--- src/rtl/bus_arbiter_if.sv ---
// Request/grant bus between CLIENTS requesters and the arbiter, plus the registered output bus.
// The master modport is the client side; the slave modport is the arbiter side.
interface bus_arbiter_if #(
  parameter int unsigned WIDTH   = 2,
  parameter int unsigned CLIENTS = 4
);
  localparam int unsigned OwnerW = $clog2(CLIENTS);

  logic [CLIENTS-1:0]            req;
  logic [CLIENTS-1:0]            last;
  logic [CLIENTS-1:0][WIDTH-1:0] messages;
  logic [CLIENTS-1:0]            ready;
  logic [WIDTH-1:0]              message;
  logic                          valid;
  logic [OwnerW-1:0]             owner;
  logic                          locked;

  modport master (
    output req, last, messages,
    input  ready, message, valid, owner, locked
  );

  modport slave (
    input  req, last, messages,
    output ready, message, valid, owner, locked
  );
endinterface

--- src/rtl/bus_arbiter.sv ---
// Round-robin bus arbiter with burst locking: a winner keeps the bus until its last beat,
// the MAX_BURST cap, or until it drops req; the accepted beat is registered onto the bus.
module bus_arbiter #(
  parameter int unsigned WIDTH     = 2,
  parameter int unsigned CLIENTS   = 4,
  parameter int unsigned MAX_BURST = 4
) (
  input logic          clock,
  input logic          reset_n,
  bus_arbiter_if.slave bus
);

  localparam int unsigned PtrW = $clog2(CLIENTS);
  localparam int unsigned CntW = $clog2(MAX_BURST + 1);

  localparam logic [0:0] StIdle  = 1'b0;
  localparam logic [0:0] StBurst = 1'b1;

  logic [0:0]         state_q, state_d;
  logic [PtrW-1:0]    ptr_q, ptr_d;
  logic [PtrW-1:0]    cur_q, cur_d;
  logic [CntW-1:0]    cnt_q, cnt_d;
  logic [WIDTH-1:0]   message_q, message_d;
  logic               valid_q, valid_d;
  logic [PtrW-1:0]    owner_q, owner_d;
  logic [CLIENTS-1:0] ready_c;
  logic               found;
  logic [PtrW-1:0]    win;

  function automatic logic [PtrW-1:0] next_idx(input logic [PtrW-1:0] x);
    if (int'(x) == int'(CLIENTS) - 1) return '0;
    return x + 1'b1;
  endfunction

  // Scan ptr, ptr+1, ... modulo CLIENTS; first requester found wins.
  always_comb begin
    found = 1'b0;
    win   = ptr_q;
    for (int unsigned k = 0; k < CLIENTS; k++) begin
      int unsigned idx;
      idx = int'(ptr_q) + k;
      if (idx >= CLIENTS) idx = idx - CLIENTS;
      if (!found && bus.req[PtrW'(idx)]) begin
        found = 1'b1;
        win   = PtrW'(idx);
      end
    end
  end

  always_comb begin
    state_d   = state_q;
    ptr_d     = ptr_q;
    cur_d     = cur_q;
    cnt_d     = cnt_q;
    message_d = message_q;
    valid_d   = 1'b0;
    owner_d   = owner_q;
    ready_c   = '0;
    if (state_q == StIdle) begin
      if (found) begin
        ready_c[win] = 1'b1;
        message_d    = bus.messages[win];
        owner_d      = win;
        valid_d      = 1'b1;
        cnt_d        = CntW'(1);
        if (bus.last[win] || (MAX_BURST == 1)) begin
          ptr_d = next_idx(win);
        end else begin
          state_d = StBurst;
          cur_d   = win;
        end
      end
    end else begin
      ready_c[cur_q] = bus.req[cur_q];
      if (bus.req[cur_q]) begin
        message_d = bus.messages[cur_q];
        owner_d   = cur_q;
        valid_d   = 1'b1;
        cnt_d     = cnt_q + CntW'(1);
        if (bus.last[cur_q] || (int'(cnt_q) + 1 == int'(MAX_BURST))) begin
          state_d = StIdle;
          ptr_d   = next_idx(cur_q);
        end
      end else begin
        // Holder went away mid-burst: give up the bus without a transfer.
        state_d = StIdle;
        ptr_d   = next_idx(cur_q);
      end
    end
  end

  always_ff @(posedge clock or negedge reset_n) begin
    if (!reset_n) begin
      state_q   <= StIdle;
      ptr_q     <= '0;
      cur_q     <= '0;
      cnt_q     <= '0;
      message_q <= '0;
      valid_q   <= 1'b0;
      owner_q   <= '0;
    end else begin
      state_q   <= state_d;
      ptr_q     <= ptr_d;
      cur_q     <= cur_d;
      cnt_q     <= cnt_d;
      message_q <= message_d;
      valid_q   <= valid_d;
      owner_q   <= owner_d;
    end
  end

  // ready is combinational, so it must be forced low while reset is held.
  assign bus.ready   = reset_n ? ready_c : '0;
  assign bus.message = message_q;
  assign bus.valid   = valid_q;
  assign bus.owner   = owner_q;
  assign bus.locked  = (state_q == StBurst);

endmodule

--- src/flat_wrapper.sv ---
// flat-port wrapper written by rule: the top's interface ports become plain ports
module bus_arbiter_flat 
#(
  parameter int unsigned WIDTH     = 2,
  parameter int unsigned CLIENTS   = 4,
  parameter int unsigned MAX_BURST = 4
)
  (clock, reset_n, bus_req, bus_last, bus_messages, bus_ready, bus_message, bus_valid, bus_owner, bus_locked);
  bus_arbiter_if #(.WIDTH(WIDTH), .CLIENTS(CLIENTS)) bus_i ();
  input logic clock;
  input logic reset_n;
  input wire logic [$bits(bus_i.req)-1:0] bus_req;
  input wire logic [$bits(bus_i.last)-1:0] bus_last;
  input wire logic [$bits(bus_i.messages)-1:0] bus_messages;
  output wire logic [$bits(bus_i.ready)-1:0] bus_ready;
  output wire logic [$bits(bus_i.message)-1:0] bus_message;
  output wire logic [$bits(bus_i.valid)-1:0] bus_valid;
  output wire logic [$bits(bus_i.owner)-1:0] bus_owner;
  output wire logic [$bits(bus_i.locked)-1:0] bus_locked;
  assign bus_i.req = bus_req;
  assign bus_i.last = bus_last;
  assign bus_i.messages = bus_messages;
  assign bus_ready = bus_i.ready;
  assign bus_message = bus_i.message;
  assign bus_valid = bus_i.valid;
  assign bus_owner = bus_i.owner;
  assign bus_locked = bus_i.locked;
  bus_arbiter #(.WIDTH(WIDTH), .CLIENTS(CLIENTS), .MAX_BURST(MAX_BURST)) u_core (.clock(clock), .reset_n(reset_n), .bus(bus_i));
endmodule
--- config.mk ---
export PLATFORM = sky130hd
export DESIGN_NAME = bus_arbiter_flat
export DESIGN_NICKNAME = d
export VERILOG_FILES = /design/src/rtl/bus_arbiter_if.sv /design/src/rtl/bus_arbiter.sv /design/src/flat_wrapper.sv
export SDC_FILE = /design/constraint.sdc
export NUM_CORES = 1
export LEC_CHECK = 0
export CAP_MARGIN = 15
export CORE_UTILIZATION = 40
export CTS_BUF_LIST = sky130_fd_sc_hd__clkbuf_4 sky130_fd_sc_hd__clkbuf_8
export DETAILED_ROUTE_END_ITERATION = 8
export GPL_TIMING_DRIVEN = 0
export PLACE_DENSITY = 0.67
export SYNTH_ARGS = -nofsm -noshare
export SYNTH_HDL_FRONTEND = slang
export SYNTH_SLANG_ARGS = --single-unit
--- constraint.sdc ---
create_clock -name clock -period 2.7 [get_ports clock]
set_clock_uncertainty 0.15 [all_clocks]
set_input_delay 0.405 -clock clock [delete_from_list [all_inputs] [get_ports clock]]
set_output_delay 0.405 -clock clock [all_outputs]
set_load 0.005 [all_outputs]
# Word level (Yosys, flattened, before mapping)
# Cells that the tools add are included.
[op_classes] bitwise=3 n_eq_ne=5 order_cmp=12 muxes=74 n_reduce_logical=14 addsub=11
[ops] operator="two-way mux 2 bit" n=26
[ops] operator="== test 32 x 4 -> 1 bit, second input constant" n=1
[ops] operator="two-way mux 1 bit" n=31
[ops] operator="less-than comparator 2 x 3 -> 1 bit, second input constant" n=6
[ops] operator="binary-select mux 1 bit (select 2 bit)" n=7
[ops] operator="two-way mux 4 bit" n=3
[ops] operator=">= comparator 3 bit, second input constant" n=3
[ops] operator="two-way mux 3 bit" n=3
[ops] operator="binary-select mux 2 bit (select 2 bit)" n=2
[ops] operator="subtractor 2 x 1 -> 2 bit, second input constant" n=4
[ops] operator="adder 2 x 2 -> 3 bit, second input constant" n=2
[ops] operator="AND reduction 3 bit" n=2
[ops] operator="logical AND 1 bit" n=5
[ops] operator="adder 2 x 1 -> 2 bit, second input constant" n=2
[ops] operator="adder 3 x 1 -> 4 bit, second input constant" n=1
[ops] operator="AND 4 bit" n=1
[ops] operator="demux 1 bit (select 2 bit)" n=2
[ops] operator="== test 2 x 1 -> 1 bit, second input constant" n=2
[ops] operator=">= comparator 2 x 1 -> 1 bit, second input constant" n=2
[ops] operator="nonzero test 2 bit" n=2
[ops] operator="adder 2 x 1 -> 3 bit, second input constant" n=1
[ops] operator="adder 3 x 1 -> 3 bit, second input constant" n=1
[ops] operator=">= comparator 2 x 3 -> 1 bit, second input constant" n=1
[ops] operator="logical NOT 1 bit" n=3
[ops] operator="5 further kinds" n=6
[word_totals] input_bits=18 reg_bits=13 output_inout_bits=10 elab_cells=126

# Depth between registers and ports, before layout
# Gate-level depths: netlist of run 1.
[depth] depth_word=23 ltp_mapped=8 ltp_nobuf=7

# Least setup slack after synthesis of run 1
# No wires, ideal clock.
[synth_timing] path_kind="flip-flop to output port" startpoint="register u_core.cur_q[0]" endpoint="output bus_ready[0]" path_buffers=2 required_time_ps=2145 slack_ps=415 arrival_ps=1730 stages_incl_launch_ff=7 cell_sequence="dfrtp_1 clkbuf_1 mux4_2 and2_1 clkbuf_1 a22oi_1 nor2b_1"
[synth_via] elab_chain_cells=7 word_cells_on_any_way=10 cone_classes="order compare (2); mux (6); bitwise (1); reduce/logical (1)"
[synth_lines] element="from (decl)" line="bus_arbiter.sv:21" rtl="logic [PtrW-1:0] cur_q, cur_d;"
[synth_lines] element="from (signal assigned)" line="bus_arbiter.sv:104" rtl="cur_q <= cur_d;"
[synth_lines] element="less-than comparator 2 x 3 -> 1 bit (not written as such) or >= comparator 2 x 1 -> 1 bit (tied branches)" line="bus_arbiter.sv:74" rtl="ready_c[cur_q] = bus.req[cur_q];"
[synth_lines] element="logical AND 1 bit (not written as such)" line="bus_arbiter.sv:74"
[synth_lines] element="two-way mux 1 bit (not written as such)" line="bus_arbiter.sv:74"
[synth_lines] element="demux 1 bit (select 2 bit)"
[synth_lines] element="AND 4 bit (no line) (*)"
[synth_lines] element="two-way mux 4 bit (*)" line="bus_arbiter.sv:59" rtl="if (state_q == StIdle) begin"
[synth_lines] element="two-way mux 4 bit (*)" line="bus_arbiter.sv:113" rtl="assign bus.ready = reset_n ? ready_c : '0;"
[synth_lines] element="to (decl)" line="flat_wrapper.sv:15" rtl="output wire logic [$bits(bus_i.ready)-1:0] bus_ready;"
# Every way passes the cells marked *; elsewhere a longest branch is shown, timed or not. The select of a mux whose other input is x is not followed.

# Worst setup path in the final report of run 1
[layout_timing] startpoint="register u_core.ptr_q[1]" endpoint="output bus_ready[3]"
[layout_via] elab_chain_cells=21 word_cells_on_any_way=45 cone_classes="add/sub (7); order compare (6); mux (25); reduce/logical (7)"
[layout_lines] element="from (decl)" line="bus_arbiter.sv:20" rtl="logic [PtrW-1:0] ptr_q, ptr_d;"
[layout_lines] element="from (signal assigned)" line="bus_arbiter.sv:103" rtl="ptr_q <= ptr_d;"
[layout_lines] element="parallel branches: the longest is 13 deep, another holds adder 2 x 1 -> 3 bit"
[layout_lines] element="two-way mux 2 bit (*)" line="bus_arbiter.sv:43" rtl="if (!found && bus.req[PtrW'(idx)]) begin"
[layout_lines] element="net u_core.win[1]" line="bus_arbiter.sv:28" rtl="logic [PtrW-1:0] win;"
[layout_lines] element="less-than comparator 2 x 3 -> 1 bit (not written as such) or >= comparator 2 x 1 -> 1 bit (tied branches)" line="bus_arbiter.sv:61" rtl="ready_c[win] = 1'b1;"
[layout_lines] element="logical AND 1 bit (not written as such)" line="bus_arbiter.sv:61"
[layout_lines] element="two-way mux 1 bit (not written as such)" line="bus_arbiter.sv:61"
[layout_lines] element="demux 1 bit (select 2 bit) (*)"
[layout_lines] element="two-way mux 4 bit (*)" line="bus_arbiter.sv:60" rtl="if (found) begin"
[layout_lines] element="two-way mux 4 bit (*)" line="bus_arbiter.sv:59"
[layout_lines] element="two-way mux 4 bit (*)" line="bus_arbiter.sv:113"
# Mark *: on every way through the listed nets, which the timed path passes. The select of a mux whose other input is x is not followed.

==> results of run 1 <==
## repair_timing
item,CTS,global route
pin swaps,7,3
hold buffers,0,0
setup endpoints to repair,4,4
resized for setup,25,6
setup buffers,7,4
## per-layer routing
layer | vias up | part of all wire
met5 | - | 0
met4 | 0 | 0.013
met3 | 4 | 0.070
met2 | 37 | 0.47
met1 | 504 | 0.44
li1 | 503 | -
## power breakdown
group          total (W)  switching (W)  internal (W)  leakage [nW]
sequential      0.000353      0.0000624      0.000291         0.152
clock           0.000138      0.0000705     0.0000675        0.0184
combinational    0.00122       0.000570      0.000652         0.549
total            0.00171       0.000703       0.00101         0.720
## cell usage in the layout, fill, tap and decap left out, drive strengths merged, types with 2 or more instances in the layout
| master | instances |
|---|---|
| nor2 | 8 |
| o22ai | 2 |
| a21oi | 4 |
| nor2b | 6 |
| nand2 | 15 |
| o21ai | 10 |
| a21o | 3 |
| clkdlybuf4s15 | 3 |
| mux2i | 6 |
| ha | 10 |
| clkdlybuf4s50 | 19 |
| clkbuf | 8 |
| mux4 | 4 |
| and2b | 2 |
| dfrtp | 13 |
| inv | 7 |
| a22oi | 5 |
| mux2 | 5 |
| dlygate4sd2 | 4 |
| buf | 11 |
## sequential cells by signal, summed over array words and instances, names as in the netlist
register            cells
u_core.bus.locked       1
u_core.bus.message      2
u_core.bus.owner        2
u_core.bus.valid        1
u_core.cnt_q            3
u_core.cur_q            2
u_core.ptr_q            2
## through the flow
step           setup slack [ns]  hold WS, ns
2_1_floorplan             0.415      -0.0406
3_3_place_gp             -0.669        0.322
3_5_place_dp             -0.713        0.327
4_1_cts                 0.00587        0.346
5_1_grt                 -0.0138        0.379
6_report                 0.0929        0.339
## how the worst max path moves through the flow
stage	start	end
after floorplan	u_core.cur_q[0]	bus_ready[0]
after global placement	bus_req[0]	bus_ready[0]
after detailed placement	bus_req[0]	bus_ready[1]
after CTS	u_core.ptr_q[0]	bus_ready[0]
after global routing	u_core.ptr_q[0]	bus_ready[1]
final	u_core.ptr_q[1]	bus_ready[3]
## layout make-up
cell class                      count  area, µm²
Inverter                            7       26.3
Buffer                              3       22.5
Tap cell                           30       37.5
Multi-Input combinational cell     94        798
Timing Repair Buffer               38        350
Clock buffer                        4       30.0
Sequential cell                    13        327
Fill cell                         215        976
## worst register-to-register path, delay by kind of cell (launching register included)
family | cells | cell delay (ns)
mux | 2 | 0.65
flops | 1 | 0.36
compound gates | 2 | 0.51
simple gates | 2 | 0.48
buf+inv | 2 | 0.29
## cells by family after synthesis
family,synth area share
AND/OR/NAND/NOR,0.172
adder cells (fa/ha/maj),0.111
XOR/XNOR,0.00779
multiplexers,0.190
flip-flops,0.289
AO/OA/AOI/OAI,0.192
buffers and inverters,0.0367
==> results.json, run 1 <==
{
  "r2r_cells": 8,
  "worst_pin_slew_ns": 0.719,
  "diodes": 0,
  "placed_cell_area_um2": 1430,
  "fin_util": 0.620,
  "worstPathCellList": "or2_1 > a21oi_2 > o31ai_4 > buf_6 > ha_1 > a22oi_2 > nor2b_1 > dlygate4sd2_1",
  "slew_viol_final": 0,
  "ctsLongestPathBuffers": 2,
  "drt_first_pass_iters": 4,
  "finalSetupViolCount": 0,
  "synth.most_common_cell": "nand2_1",
  "p_leak_nw": 0.720,
  "required_ns": 2.14,
  "ys_seq_area_frac": 0.289,
  "drt-vias-per-instance": 5.54,
  "period_minus_slack_ns": 2.61,
  "floorplan.initialDensity": 0.438,
  "start_kind": "register",
  "grt_pass1_vias": 1030,
  "synthTopCellsByArea": "dfrtp_1 (29%), ha_1 (11%), mux4_2 (8.0%), mux2i_1 (5.3%), nand2_1 (5.0%)",
  "gr-usage-met2": 0.369,
  "grt_max_degree": 18,
  "cts_tree": "done",
  "wire_per_inst_um": 15.2,
  "core_um2": 2570,
  "reg2reg_from": "u_core.ptr_q[0]",
  "synthDistinctLibCells": 35,
  "h-tree-depth": 1,
  "gp_congestion": 0.827,
  "max_stage_delay_ns": 0.44,
  "gr-total-overflow": 0,
  "synth_seq_cells": 13,
  "synth_warnings": 0,
  "relSlewSlack": 0.519,
  "drive_above_1_share": 0.258,
  "die_w_um": 55.0,
  "hp-class": "reg2reg",
  "critPathArrivalTime_ns": 2.05,
  "synth_largest_area_cell": "dfrtp_1",
  "fin_crit_sh": 0.966,
  "cp_num_buf_inv": 2,
  "dp_hpwl_um": 2050,
  "path_class": "reg2out",
  "r2r_setup_slack_ns": 0.16,
  "met1_usage": 0.297,
  "crit_cells": 8,
  "avgSynthCellArea_um2": 9.53,
  "final_area_um2": 1590,
  "vias": 1048,
  "synth_top_area_frac": 0.289,
  "ir_worst_vdd_mv": 0.640,
  "finalWirelength_um": 2880,
  "fin_tns_setup_ns": 0,
  "finalPower_w": 0.00171,
  "reg2reg_to": "u_core.ptr_q[0]",
  "syn-num-nets": 146,
  "cts_sinks": 13,
  "top_usage_layer": "met2",
  "cp_slowest_cell": "dfrtp_2",
  "report.final.hold_viol_count": 0,
  "track_usage": 0.226,
  "synth_ff_type": "dfrtp_1",
  "hold_start": "u_core.bus.owner[0]",
  "cp_top_family": "flip-flops",
  "cts.root.buffer_cell": "clkbuf_4",
  "port_buffers": 27,
  "clock.fmax_mhz": 384,
  "cts_buffers": 3,
  "clk_latency_ns": 0.29,
  "antenna_found_initial": 0,
  "syn-instance-count": 118,
  "crit_fanout": 6,
  "powerDensity_nw_per_um2": 1080,
  "synth_enable_flop_cells": 0,
  "maxCapViolCount": 0,
  "netlist_top_cells_count": "nand2_1 (15), dfrtp_1 (13), ha_1 (10), o21ai_1 (8), nor2_1 (7)",
  "synth_area_um2": 1120,
  "ys_async_sr_fraction": 1.00,
  "critPathCaptureType": "output pin",
  "use_met3": 0.0574,
  "hold_path_end": "u_core.bus.owner[0]",
  "drt_iter0_drc": 28,
  "ant_nets": 0,
  "grt_pass1_wl_um": 4860,
  "hold_depth": 2,
  "die_area_um2": 3030,
  "die_y_um": 55.0,
  "remaining_drc_errors": 0,
  "fin_nets": 188,
  "area_delta_synth_final_pct": 41.5,
  "dp.cells": 175,
  "rows": 18,
  "ios": 28,
  "outcome": "completed",
  "clk_pin_slew_ns": 0.09,
  "post_layout_nonfiller_instances": 189
}
No activity file was read; power rests on OpenSTA's default activity.
==> run 2, diff against run 1 <==
--- a/config.mk
+++ b/config.mk
@@ -6,11 +6,12 @@
 export NUM_CORES = 1
 export LEC_CHECK = 0
 export CAP_MARGIN = 15
-export CORE_UTILIZATION = 40
+export CORE_UTILIZATION = 51
 export CTS_BUF_LIST = sky130_fd_sc_hd__clkbuf_4 sky130_fd_sc_hd__clkbuf_8
+export CTS_CLUSTER_DIAMETER = 120
 export DETAILED_ROUTE_END_ITERATION = 8
 export GPL_TIMING_DRIVEN = 0
-export PLACE_DENSITY = 0.67
+export PLACE_DENSITY = 0.82
 export SYNTH_ARGS = -nofsm -noshare
 export SYNTH_HDL_FRONTEND = slang
 export SYNTH_SLANG_ARGS = --single-unit
==> results.json, run 2 (synthesis gave the netlist of run 1 again) <==
{
  "outcome": "completed",
  "largest_register": "u_core.cnt_q",
  "clk_latency_ns": 0.29,
  "ir_worst_vdd_mv": 0.884,
  "nFillCells": 114,
  "critPathCaptureType": "output pin",
  "worst_pin_slew_ns": 0.749,
  "cts_buffers": 3,
  "h-tree-depth": 1,
  "wire_per_inst_um": 20.3,
  "rsz0062_at_grt": "true",
  "floorplan.initialDensity": 0.556,
  "final_cell_mix": "clkdlybuf4s50_1 (19), nand2_1 (15), buf_4 (15)",
  "start_kind": "register",
  "path_class": "reg2out",
  "slew_viol_final": 0,
  "remaining_drc_errors": 0,
  "fin_crit_sh": 0.995,
  "clk_pin_slew_ns": 0.10,
  "ant_nets": 0,
  "die_y_um": 49.0,
  "fin_util": 0.828,
  "ios": 28,
  "period_minus_slack_ns": 2.69,
  "area_delta_synth_final_pct": 48.8,
  "vias": 1208,
  "ctsLongestPathBuffers": 2,
  "antenna_found_initial": 0,
  "final_common_cell": "clkdlybuf4s50_1",
  "gr-total-overflow": 0,
  "cts_tree": "done",
  "drt_first_pass_iters": 4,
  "grt_pass1_wl_um": 5520,
  "die_area_um2": 2400,
  "cts_sinks": 13,
  "relSlewSlack": 0.499,
  "hp-class": "reg2reg",
  "drt_iter0_drc": 48,
  "powerDensity_nw_per_um2": 1160,
  "rows": 16,
  "finalSetupViolCount": 0,
  "report.final.hold_viol_count": 0,
  "core_um2": 2020,
  "crit_fanout": 4,
  "cts.root.buffer_cell": "clkbuf_4",
  "required_ns": 2.14,
  "diodes": 0,
  "fin_tns_setup_ns": 0,
  "grt_max_degree": 18,
  "grt_pass1_vias": 1161,
  "maxCapViolCount": 0,
  "finalWirelength_um": 3940,
  "die_w_um": 49.0,
  "fin_nets": 196,
  "post_layout_nonfiller_instances": 194,
  "critPathArrivalTime_ns": 2.13,
  "hold_buffers": 0,
  "drive_above_1_share": 0.311,
  "clock.fmax_mhz": 372,
  "dp.cells": 172,
  "dp_hpwl_um": 2120,
  "drt-vias-per-instance": 6.23,
  "largest_register_ffs": 3,
  "p_leak_nw": 0.762,
  "track_usage": 0.305,
  "gp_congestion": 0.848,
  "finalPower_w": 0.00194,
  "port_buffers": 27
}
run 2: cell type report:
type / instances / area [µm²] / area share
clock buffers: 4 / 30.0 / 0.0179
well taps: 27 / 33.8 / 0.0202
plain buffers: 3 / 22.5 / 0.0135
inverters: 7 / 26.3 / 0.0157
multi-input cells: 94 / 822 / 0.491
flip-flops and latches: 13 / 327 / 0.195
repair buffers: 46 / 413 / 0.247
run 2: layer usage:
layer	wire [µm]	track usage	part of all wire
met1	1410	0.372	0.36
met2	1980	0.535	0.50
met3	322	0.0467	0.082
met4	227	0.123	0.058
met5	0	0	0
run 2: final timing paths:
check	to	startpoint	slack [ns]	cells past startpoint
min reg2reg	u_core.bus.owner[0]	u_core.bus.owner[0]	0.36	2
max in group asynchronous	u_core.ptr_q[1]	reset_n	1.49	1
min in group asynchronous	u_core.cnt_q[0]	reset_n	0.40	1
max reg2reg	u_core.ptr_q[0]	u_core.ptr_q[0]	0.13	8
min	u_core.bus.owner[0]	u_core.bus.owner[0]	0.36	2
max	bus_ready[3]	u_core.ptr_q[0]	0.01	10
run 2: worst max-delay path, cell delays in order (launching register included):
cell,delay [ns]
dfrtp_1,0.37
and2b_2,0.25
nor3b_4,0.24
a2bb2oi_4,0.22
buf_6,0.13
buf_6,0.08
buf_6,0.10
ha_4,0.12
a22oi_1,0.06
nor2b_1,0.14
buf_2,0.12
run 2: stage by stage:
step	hold WS [ns]	setup WS (ns)	area (µm²)
finish	0.361	0.0144	1670
global route	0.389	-0.0595	1670
CTS	0.354	0.0190	1600
detailed placement	0.335	-0.693	1430
global placement	0.323	-0.628	1430
floorplan	-0.0406	0.415	1120
run 2: where the power goes:
group | leakage (nW) | internal (W) | switching, W | total [W]
Combinational | 0.592 | 0.000744 | 0.000689 | 0.00143
Sequential | 0.152 | 0.000291 | 0.0000695 | 0.000361
Clock | 0.0184 | 0.0000674 | 0.0000779 | 0.000145
Total | 0.762 | 0.00110 | 0.000836 | 0.00194
run 2: repair_timing:
| action | in CTS | in global routing |
|---|---|---|
| endpoints found under the setup margin | 4 | 4 |
| resized for setup | 28 | 12 |
| buffers inserted | 15 | 4 |
| pin swaps | 7 | 4 |
